<file path="src/rtl/jk_bank_ctrl.sv">
// Command-driven controller for a bank of JK flip-flops: accepts one command at a
// time, turns it into per-bit J/K drive (clear/set/toggle/load/count) and pulses done.

module jk_ff (
    input  logic clk,
    input  logic rst,
    input  logic j,
    input  logic k,
    output logic q
);
    always_ff @(posedge clk) begin
        if (rst) q <= 1'b0;
        else     q <= (j & ~q) | (~k & q);
    end
endmodule

module jk_bank_ctrl #(
    parameter int WIDTH = 4,
    parameter int LEN_W = 8
) (
    input  logic             clk,
    input  logic             rst,
    input  logic             cmd_valid,
    output logic             cmd_ready,
    input  logic [2:0]       cmd_op,
    input  logic [WIDTH-1:0] cmd_data,
    input  logic [LEN_W-1:0] cmd_len,
    input  logic             abort,
    output logic [WIDTH-1:0] q,
    output logic [WIDTH-1:0] j_out,
    output logic [WIDTH-1:0] k_out,
    output logic             busy,
    output logic             done
);
    typedef enum logic [1:0] {IDLE, EXEC, DONE} state_t;

    localparam logic [2:0] OP_CLEAR  = 3'b001;
    localparam logic [2:0] OP_SET    = 3'b010;
    localparam logic [2:0] OP_TOGGLE = 3'b011;
    localparam logic [2:0] OP_LOAD   = 3'b100;
    localparam logic [2:0] OP_UP     = 3'b101;
    localparam logic [2:0] OP_DOWN   = 3'b110;

    state_t           state, state_nxt;
    logic [2:0]       op_r;
    logic [WIDTH-1:0] data_r;
    logic [LEN_W-1:0] rem;
    logic             is_count;

    assign is_count  = (op_r == OP_UP) || (op_r == OP_DOWN);
    assign cmd_ready = (state == IDLE);
    assign busy      = (state != IDLE);
    assign done      = (state == DONE);

    always_ff @(posedge clk) begin
        if (rst) begin
            state  <= IDLE;
            op_r   <= '0;
            data_r <= '0;
            rem    <= '0;
        end else begin
            state <= state_nxt;
            if (state == IDLE && cmd_valid) begin
                op_r   <= cmd_op;
                data_r <= cmd_data;
                rem    <= cmd_len;
            end else if (state == EXEC && rem != '0) begin
                rem <= rem - LEN_W'(1);
            end
        end
    end

    always_comb begin
        state_nxt = state;
        case (state)
            IDLE:    if (cmd_valid) state_nxt = EXEC;
            EXEC:    if (!is_count || rem <= LEN_W'(1) || abort) state_nxt = DONE;
            DONE:    state_nxt = IDLE;
            default: state_nxt = IDLE;
        endcase
    end

    // Counting uses a ripple enable: bit i toggles when all lower bits are 1 (up) or 0 (down).
    always_comb begin
        logic             run;
        logic [WIDTH-1:0] tog;
        j_out = '0;
        k_out = '0;
        run   = 1'b1;
        tog   = '0;
        for (int i = 0; i < WIDTH; i++) begin
            tog[i] = run;
            run    = run & ((op_r == OP_UP) ? q[i] : ~q[i]);
        end
        if (state == EXEC) begin
            case (op_r)
                OP_CLEAR:  k_out = '1;
                OP_SET:    j_out = '1;
                OP_TOGGLE: begin j_out = '1; k_out = '1; end
                OP_LOAD:   begin j_out = data_r; k_out = ~data_r; end
                OP_UP, OP_DOWN: begin
                    if (rem != '0) begin
                        j_out = tog;
                        k_out = tog;
                    end
                end
                default: ;
            endcase
        end
    end

    for (genvar g = 0; g < WIDTH; g++) begin : g_lane
        jk_ff u_ff (
            .clk (clk),
            .rst (rst),
            .j   (j_out[g]),
            .k   (k_out[g]),
            .q   (q[g])
        );
    end
endmodule

</file>
<file path="config.mk">
export PLATFORM = sky130hd
export DESIGN_NAME = jk_bank_ctrl
export DESIGN_NICKNAME = d
export VERILOG_FILES = /design/src/rtl/jk_bank_ctrl.sv
export SDC_FILE = /design/constraint.sdc
export NUM_CORES = 1
export LEC_CHECK = 0
export BUFFER_PORTS_ARGS = -buffer_cell sky130_fd_sc_hd__buf_2
export CAP_MARGIN = 20
export CORE_MARGIN = 2
export CORE_UTILIZATION = 56
export DETAILED_ROUTE_END_ITERATION = 10
export GPL_TIMING_DRIVEN = 0
export HOLD_SLACK_MARGIN = 0.08
export PLACE_DENSITY = 0.79
export SKIP_CTS_REPAIR_TIMING = 1
export SYNTH_ARGS = -nofsm -noshare
export SYNTH_HDL_FRONTEND = slang
export SYNTH_HIERARCHICAL = 1
export SYNTH_SLANG_ARGS = --single-unit
</file>
<file path="constraint.sdc">
create_clock -name clk -period 3.8 [get_ports clk]
set_clock_uncertainty 0.2 [all_clocks]
set_input_delay 0.19 -clock clk [delete_from_list [all_inputs] [get_ports clk]]
set_output_delay 0.19 -clock clk [all_outputs]
set_load 0.01 [all_outputs]
</file>
# Word level (Yosys, flattened, before mapping)
# Index checks and enable logic that the tools add are counted.
# Widths: inputs -> output; s select.
# word_totals
regBits	21
latchBits	0
mem_bits_rw	0
mem_bits_ro	0
in_bits	19
out_inout_bits	15
word_cells	70
mem_count	0
# op_classes
n_addsub	1
mul	0
div	0
magnitude_cmp	1
n_eq_ne	10
shifts	0
n_mux	13
n_bitwise	23
n_reduce_logical	14
# op_table
operator	count
$pmux 4 s3	2
$mux 8	2
$mux 4	3
$and 1x1->1	10
$eq 3x3->1 const B	3
$le 8x1->1 const B	1
$not 1->1	8
$reduce_bool 8->1	1
$sub 8x1->8 const B	1
$eq 3x2->1 const B	2
$reduce_or 2->1	3
$mux 2	2
$ne 2x2->1 const B	2
$not 4->4	1
$or 1x1->1	4
$pmux 2 s2	1
$reduce_bool 2->1	2
$eq 3x1->1 const B	1
$logic_or 1x1->1	3
$mux 1	3
$eq 2x1->1 const B	1
$eq 2x2->1 const B	1
$logic_and 1x1->1	2
$logic_not 2->1	1
other kinds (2)	2

# Longest topological paths before layout
# Gate-level depths: netlist of the first run.
# logic_depth
word_depth	10
ltp_mapped	8
ltp_nobuf	8

# Hierarchy
# The synthesis of the first run kept the hierarchy.
# modules_own_cells
module	instances	cells_per_inst	area_per_inst_um2
jk_bank_ctrl	1	149	1154.9
jk_ff	4	4	48.8

# Worst setup path before layout of the first run
# OpenSTA, ideal clock, no wires.
# synth_path
path_type	reg-to-reg
from	register rem[0]
to	register g_lane[0].u_ff.q
setup_ps	66
arrival_time_ps	1937
required_time_ps	3534
setup_slack_ps	1597
stages_incl_launch_ff	9
period_less_slack_ps	2203
cell_sequence	dfxtp_1 inv_1 ha_1 nor3b_1 and2_1 o21ai_0 a32o_1 nand2b_1 a21oi_2
# synth_via
elab_chain_len	7
elab_cells_between_ends	10
cone_classes	mux: 5; bitwise: 4; reduce/logical: 1
# synth_lines
item	line	text
from (decl)	47	logic [LEN_W-1:0] rem;
from (signal assigned)	66	rem <= cmd_len;
from (signal assigned)	68	rem <= rem - LEN_W'(1);
$reduce_bool 8->1	102	if (rem != '0) begin
$mux 4	102	
$pmux 4 s3	96	case (op_r)
$mux 4	95	if (state == EXEC) begin
net k_out[0]	31	output logic [WIDTH-1:0] k_out,
$not 1->1	13	else q <= (j & ~q) | (~k & q);
$and 1x1->1	13	
$or 1x1->1	13	
to (signal assigned)	13	
to (decl)	9	output logic q
# The timed path passes the listed nets, and every way through them passes these cells.
# A chain may end at the register's enable or synchronous reset.

# Final worst setup path of the first run
# layout_path
from	register rem[0]
to	output port j_out[0]
# layout_via
elab_chain_len	4
# layout_lines
item	line	text
$reduce_bool 8->1	102	
$mux 4	102	
$pmux 4 s3	96	
$mux 4	95	
to (decl)	30	output logic [WIDTH-1:0] j_out,
# No other way between the ends.

==> impl_metrics.ini, run 1 <==
[power_and_ir_drop]
p_per_area_mw_per_mm2 = 299.5
fin_total_pwr_w = 0.0005235
vdd.ir_drop.worst_mv = 0.2900
p_leak_nw = 0.6893

[logic_synthesis]
synth_warnings = 6
synth-seq-cells = 21
ys_types = 43
synth_common_cells = nand2_1, dfxtp_1, nor2_1, a21oi_1
synth_top_cell_by_area = dfxtp_1
synth_area_mm2 = 0.001350
muxShareOfSynthArea = 0.01483
synth-xor-area-share = 0.03244
yosysMostFrequentCell = nand2_1
synth_fa_ha_area_frac = 0.02780
synth.top_cells.by_area = dfxtp_1, nand2_1, a21oi_1
synth_edf_count = 0
yosysSeqAreaShare = 0.3114
synth_area_per_cell_um2 = 8.182
syn_nets = 187
synth_ff_type = dfxtp_1
synth-simple-area-share = 0.3290
synth_top_family_by_area = simple AND/OR/NAND/NOR gates
async_flop_share = 0
synthCells = 165
synth_compound_area_frac = 0.2280
synth_top_area_frac = 0.3114

[global_route]
grt-ovfl-total = 0
grt_pass1_vias = 1248
grt_pass1_wl_um = 5409
grt_max_degree = 13
grt_usage = 0.2650
antenna_found_initial = 0

[sta]
setup_violations = 0
worst_pin_slew_ns = 0.7005
timing.fmax_ghz = 0.3414
rsz0062_at_grt = false
period_needed_ns = 2.929
hold_violations = 0
slew_viol_final = 0
timing.slew.headroom = 0.5320
setup_tns_ns = 0
period_share = 0.7709

[setup_path]
crit_fanout = 6
crit_type = flop to output port
cp_top_family = simple AND/OR/NAND/NOR gates
crit_buf_inv = 2
start_kind = flop
cp_data_arrival_time_ns = 2.54
required_ns = 3.41
critPathSlowestCell = nor3b_1
critPathMaxStageDelay_ns = 0.61
r2r_start = rem[0]
crit_chain = inv_1, ha_1, nor3b_1, and2_1, o21ai_0, a32o_1, buf_2
cp-startpoint = rem[0]
cp-end-kind = output port

[clocking]
clock_sinks = 21
cts_tree = built
cts_buffers = 3
htreeDepth = 1
clk_pin_slew_ns = 0.12
cts-root-buf = clkbuf_4
clk_latency_ns = 0.31
clockBufferDepth = 2

[job]
maxCapViolCount = 0

[layout]
diodes = 0
layout-drive-gt1-share = 0.2466
nets = 242
fillerInstances = 175
synthToLayoutAreaGrowth_pct = 29.47
fin_cells = 247

[routing]
first_pass_iters = 4
vias_per_cell = 5.822
drt-initial-drc-count = 57
wl_um = 3558
vias = 1438
wl_per_cell_um = 14.40
ant_nets = 0
drc_errors = 0

[worst_hold_path]
hp-start = cmd_valid
hold_class = primary input to flop

[die]
io_pins = 34
die_x_um = 53.10
rows = 17
die_h_um = 53.10
initial_core_util = 0.5988
die_area_mm2 = 0.002820
core_mm2 = 0.002255

[place]
dp_cells = 226
port_buffers = 33
globalplace.congestion = 0.8910
dp_hpwl_um = 2584

[status]
status = finished, final reports clean
## layout by cell type, fill, tap and decap left out, types with 2 or more instances in the layout
| cell type | synthesis | layout |
|---|---|---|
| a211oi_1 | 5 | 5 |
| a21oi_1 | 13 | 13 |
| a21oi_2 | 4 | 4 |
| a31oi_1 | 4 | 4 |
| a32o_1 | 2 | 2 |
| and2_1 | 2 | 2 |
| and3_1 | 3 | 3 |
| buf_2 | 0 | 33 |
| buf_6 | 2 | 2 |
| clkbuf_1 | 4 | 4 |
| clkbuf_4 | 0 | 3 |
| dfxtp_1 | 21 | 21 |
| dlygate4sd3_1 | 0 | 17 |
| ha_1 | 3 | 3 |
| inv_1 | 6 | 6 |
| mux2i_1 | 2 | 2 |
| nand2_1 | 22 | 22 |
| nand2b_1 | 7 | 7 |
| nand2b_4 | 4 | 4 |
| nand3_1 | 2 | 2 |
| nand3b_1 | 3 | 3 |
| nor2_1 | 15 | 15 |
| nor2b_1 | 3 | 3 |
| nor3_1 | 3 | 3 |
| nor3b_1 | 3 | 3 |
| nor4_1 | 2 | 2 |
| o21ai_0 | 7 | 7 |
| xnor2_1 | 5 | 5 |
## report_power, final
part / internal, W / switching, W / total (W)
logic: 0.0000723 / 0.0000821 / 0.000154
registers: 0.000236 / 0.0000221 / 0.000258
clock network: 0.0000393 / 0.0000713 / 0.000111
total: 0.000348 / 0.000176 / 0.000523
## metrics by stage
| step | util | worst slack, ns | hold slack (ns) | instance area, um2 |
|---|---|---|---|---|
| after floorplan | - | 1.597 | 0.05244 | 1350 |
| after global placement | 0.6876 | 1.308 | 0.2308 | 1550 |
| after detailed placement | 0.6876 | 1.270 | 0.2388 | 1550 |
| after CTS | 0.6998 | 0.8993 | -0.09987 | 1578 |
| after global routing | 0.7753 | 0.7069 | 0.1644 | 1748 |
| final | 0.7753 | 0.8705 | 0.08957 | 1748 |
## tightest hold or removal path: stages
cell and delay [ns]:
buf_2 0.08, nand2_1 0.11, nor2_1 0.11, a311oi_1 0.06
## per-layer routing
layer | global-route usage | vias up | share of wire
met1 | 0.3328 | 673 | 0.42
met3 | 0.05085 | 9 | 0.057
li1 | - | 700 | -
met5 | 0 | - | 0
met2 | 0.4563 | 56 | 0.51
met4 | 0.07692 | 0 | 0.012
## layout make-up
type | instances | area, um2 | share of cell area
well taps | 28 | 35.03 | 0.02004
multi-input cells | 130 | 853.3 | 0.4882
repair buffers | 50 | 335.3 | 0.1918
clock inverters | 1 | 5.005 | 0.002863
clock buffers | 3 | 22.52 | 0.01288
plain buffers | 8 | 53.80 | 0.03078
flip-flops and latches | 21 | 420.4 | 0.2405
inverters | 6 | 22.52 | 0.01288
## registers in the layout (all words and copies together) (netlist names)
name           cells
data_r             4
rem                8
op_r               3
state              2
g_lane.u_ff/q      4
## cell families after synthesis
logic type               after synthesis
multiplexers                           2
flip-flops                            21
AO/OA/AOI/OAI                         43
AND/OR/NAND/NOR                       77
buffers and inverters                 14
adder cells (fa/ha/maj)                3
XOR/XNOR                               5
## final timing paths
check / to / slack [ns] / cells past startpoint
max: j_out[0] / 0.87 / 7
min: rem[5] / 0.09 / 4
max reg2reg: rem[5] / 1.20 / 6
min reg2reg: data_r[3] / 0.29 / 2
Power figures use the tool's default switching activity.
==> run 2: changes to the inputs <==
--- a/config.mk
+++ b/config.mk
@@ -8,11 +8,11 @@
 export BUFFER_PORTS_ARGS = -buffer_cell sky130_fd_sc_hd__buf_2
 export CAP_MARGIN = 20
 export CORE_MARGIN = 2
-export CORE_UTILIZATION = 56
+export CORE_UTILIZATION = 47
 export DETAILED_ROUTE_END_ITERATION = 10
 export GPL_TIMING_DRIVEN = 0
 export HOLD_SLACK_MARGIN = 0.08
-export PLACE_DENSITY = 0.79
+export PLACE_DENSITY = 0.71
 export SKIP_CTS_REPAIR_TIMING = 1
 export SYNTH_ARGS = -nofsm -noshare
 export SYNTH_HDL_FRONTEND = slang
==> constraint.sdc (replaced) <==
create_clock -name clk -period 2.36 [get_ports clk]
set_clock_uncertainty 0.2 [all_clocks]
set_input_delay 0.118 -clock clk [delete_from_list [all_inputs] [get_ports clk]]
set_output_delay 0.118 -clock clk [all_outputs]
set_load 0.01 [all_outputs]
==> impl_metrics.ini, run 2 (synthesis results as in run 1) <==
[status]
status = finished, final reports clean

[routing]
wl_um = 3660
ant_nets = 0
met1_length_um = 1707
first_pass_iters = 4
drc_errors = 0
vias_per_cell = 5.522
drt-initial-drc-count = 59
vias = 1408
met2WireLength_um = 1779
wl_met3_um = 156
dr.max_layer_used = met4
wl_per_cell_um = 14.35

[global_route]
grt-ovfl-total = 0
grt_pass1_vias = 1241
grt_max_degree = 12
grt_pass1_wl_um = 5678
grt_usage = 0.2172
antenna_found_initial = 0

[setup_path]
r2r_slack_ns = 0.27
required_ns = 2.04
crit_type = flop to output port
start_kind = flop
r2r_cells = 8
cp_data_arrival_time_ns = 2.01
crit_fanout = 5
cp-end-kind = output port
r2r-end = g_lane[0].u_ff/q
r2r_start = rem[1]

[layout]
diodes = 0
nets = 247
layout.cells.most_common = buf_2
largest_registers = rem (8), data_r (4), g_lane.u_ff/q (4)
regMostFlops = rem
layout-drive-gt1-share = 0.3259
fin_cells = 255
synthToLayoutAreaGrowth_pct = 39.11
final_area_mm2 = 0.001878
layout_common_cells = buf_2, nand2_1, dlygate4sd3_1, dfxtp_1, nor2_1
largest_reg_flops = 8

[die]
io_pins = 34
die_h_um = 57.60
initial_core_util = 0.4938
core_mm2 = 0.002734
die_x_um = 57.60
die_area_mm2 = 0.003317
rows = 19

[clocking]
clock_sinks = 21
htreeDepth = 1
cts-root-buf = clkbuf_4
cts_buffers = 3
cts_tree = built
clk_latency_ns = 0.31
clockBufferDepth = 2
clk_pin_slew_ns = 0.12

[worst_hold_path]
hold_class = primary input to flop
hp-start = cmd_valid
hold_depth = 5
worstHoldEndpoint = data_r[0]

[power_and_ir_drop]
fin_total_pwr_w = 0.0008928
p_leak_nw = 0.7438
vdd.ir_drop.worst_mv = 0.3868
p_per_area_mw_per_mm2 = 475.4

[place]
globalplace.congestion = 0.8711
port_buffers = 33
placed_area_mm2 = 0.001554
dp_hpwl_um = 2536
dp_cells = 229

[sta]
hold_violations = 0
worst_pin_slew_ns = 0.4983
setup_tns_ns = 0
setup_violations = 0
period_needed_ns = 2.329
timing.slew.headroom = 0.6678
holdWs_ns = 0.08952
period_share = 0.9870
timing.fmax_ghz = 0.4293
slew_viol_final = 0
rsz0062_at_grt = true

[job]
maxCapViolCount = 0
## run 2: cell type report
class                      instances  area, um2
multi-input combinational        130      923.4
fill                             233      855.8
sequential                        21      430.4
timing repair buffer              55      381.6
buffer                             8      55.05
tap                               31      38.79
clock buffer                       4      26.28
inverter                           6      22.52
## run 2: power breakdown
| part | switching (W) | internal (W) | total (W) |
|---|---|---|---|
| clock | 0.000115 | 0.0000659 | 0.000181 |
| sequential | 0.0000387 | 0.000381 | 0.000420 |
| combinational | 0.000146 | 0.000146 | 0.000292 |
## run 2: worst max-delay path by stage
stage	start	slack, ns	cells past startpoint	endpoint
final	rem[1]	0.03	7	k_out[0]
after global routing	rem[1]	-0.07	7	j_out[0]
after CTS	rem[1]	-0.51	7	j_out[0]
after detailed placement	rem[1]	-0.20	8	g_lane[0].u_ff/q
after global placement	rem[0]	-0.12	8	g_lane[0].u_ff/q
after floorplan	rem[0]	0.16	8	g_lane[0].u_ff/q
## run 2: critical path, stage by stage, from the launching register on
cell     delay (ns)
dfxtp_2        0.37
inv_2          0.09
ha_4           0.15
nor3b_4        0.34
and2_4         0.23
o21ai_0        0.10
a32o_2         0.29
buf_2          0.14
## run 2: routing by layer
layer,vias to the layer above,GRT usage
li1,709,-
met1,656,0.3161
met2,41,0.3393
met3,2,0.02041
met4,0,0.06645
met5,-,0
## run 2: per-stage QoR
step,setup WS (ns),util
after global placement,-0.1153,0.5684
after global routing,-0.06799,0.6870
final,0.03065,0.6870
after floorplan,0.1570,-
after detailed placement,-0.1953,0.5684
after CTS,-0.5143,0.5780
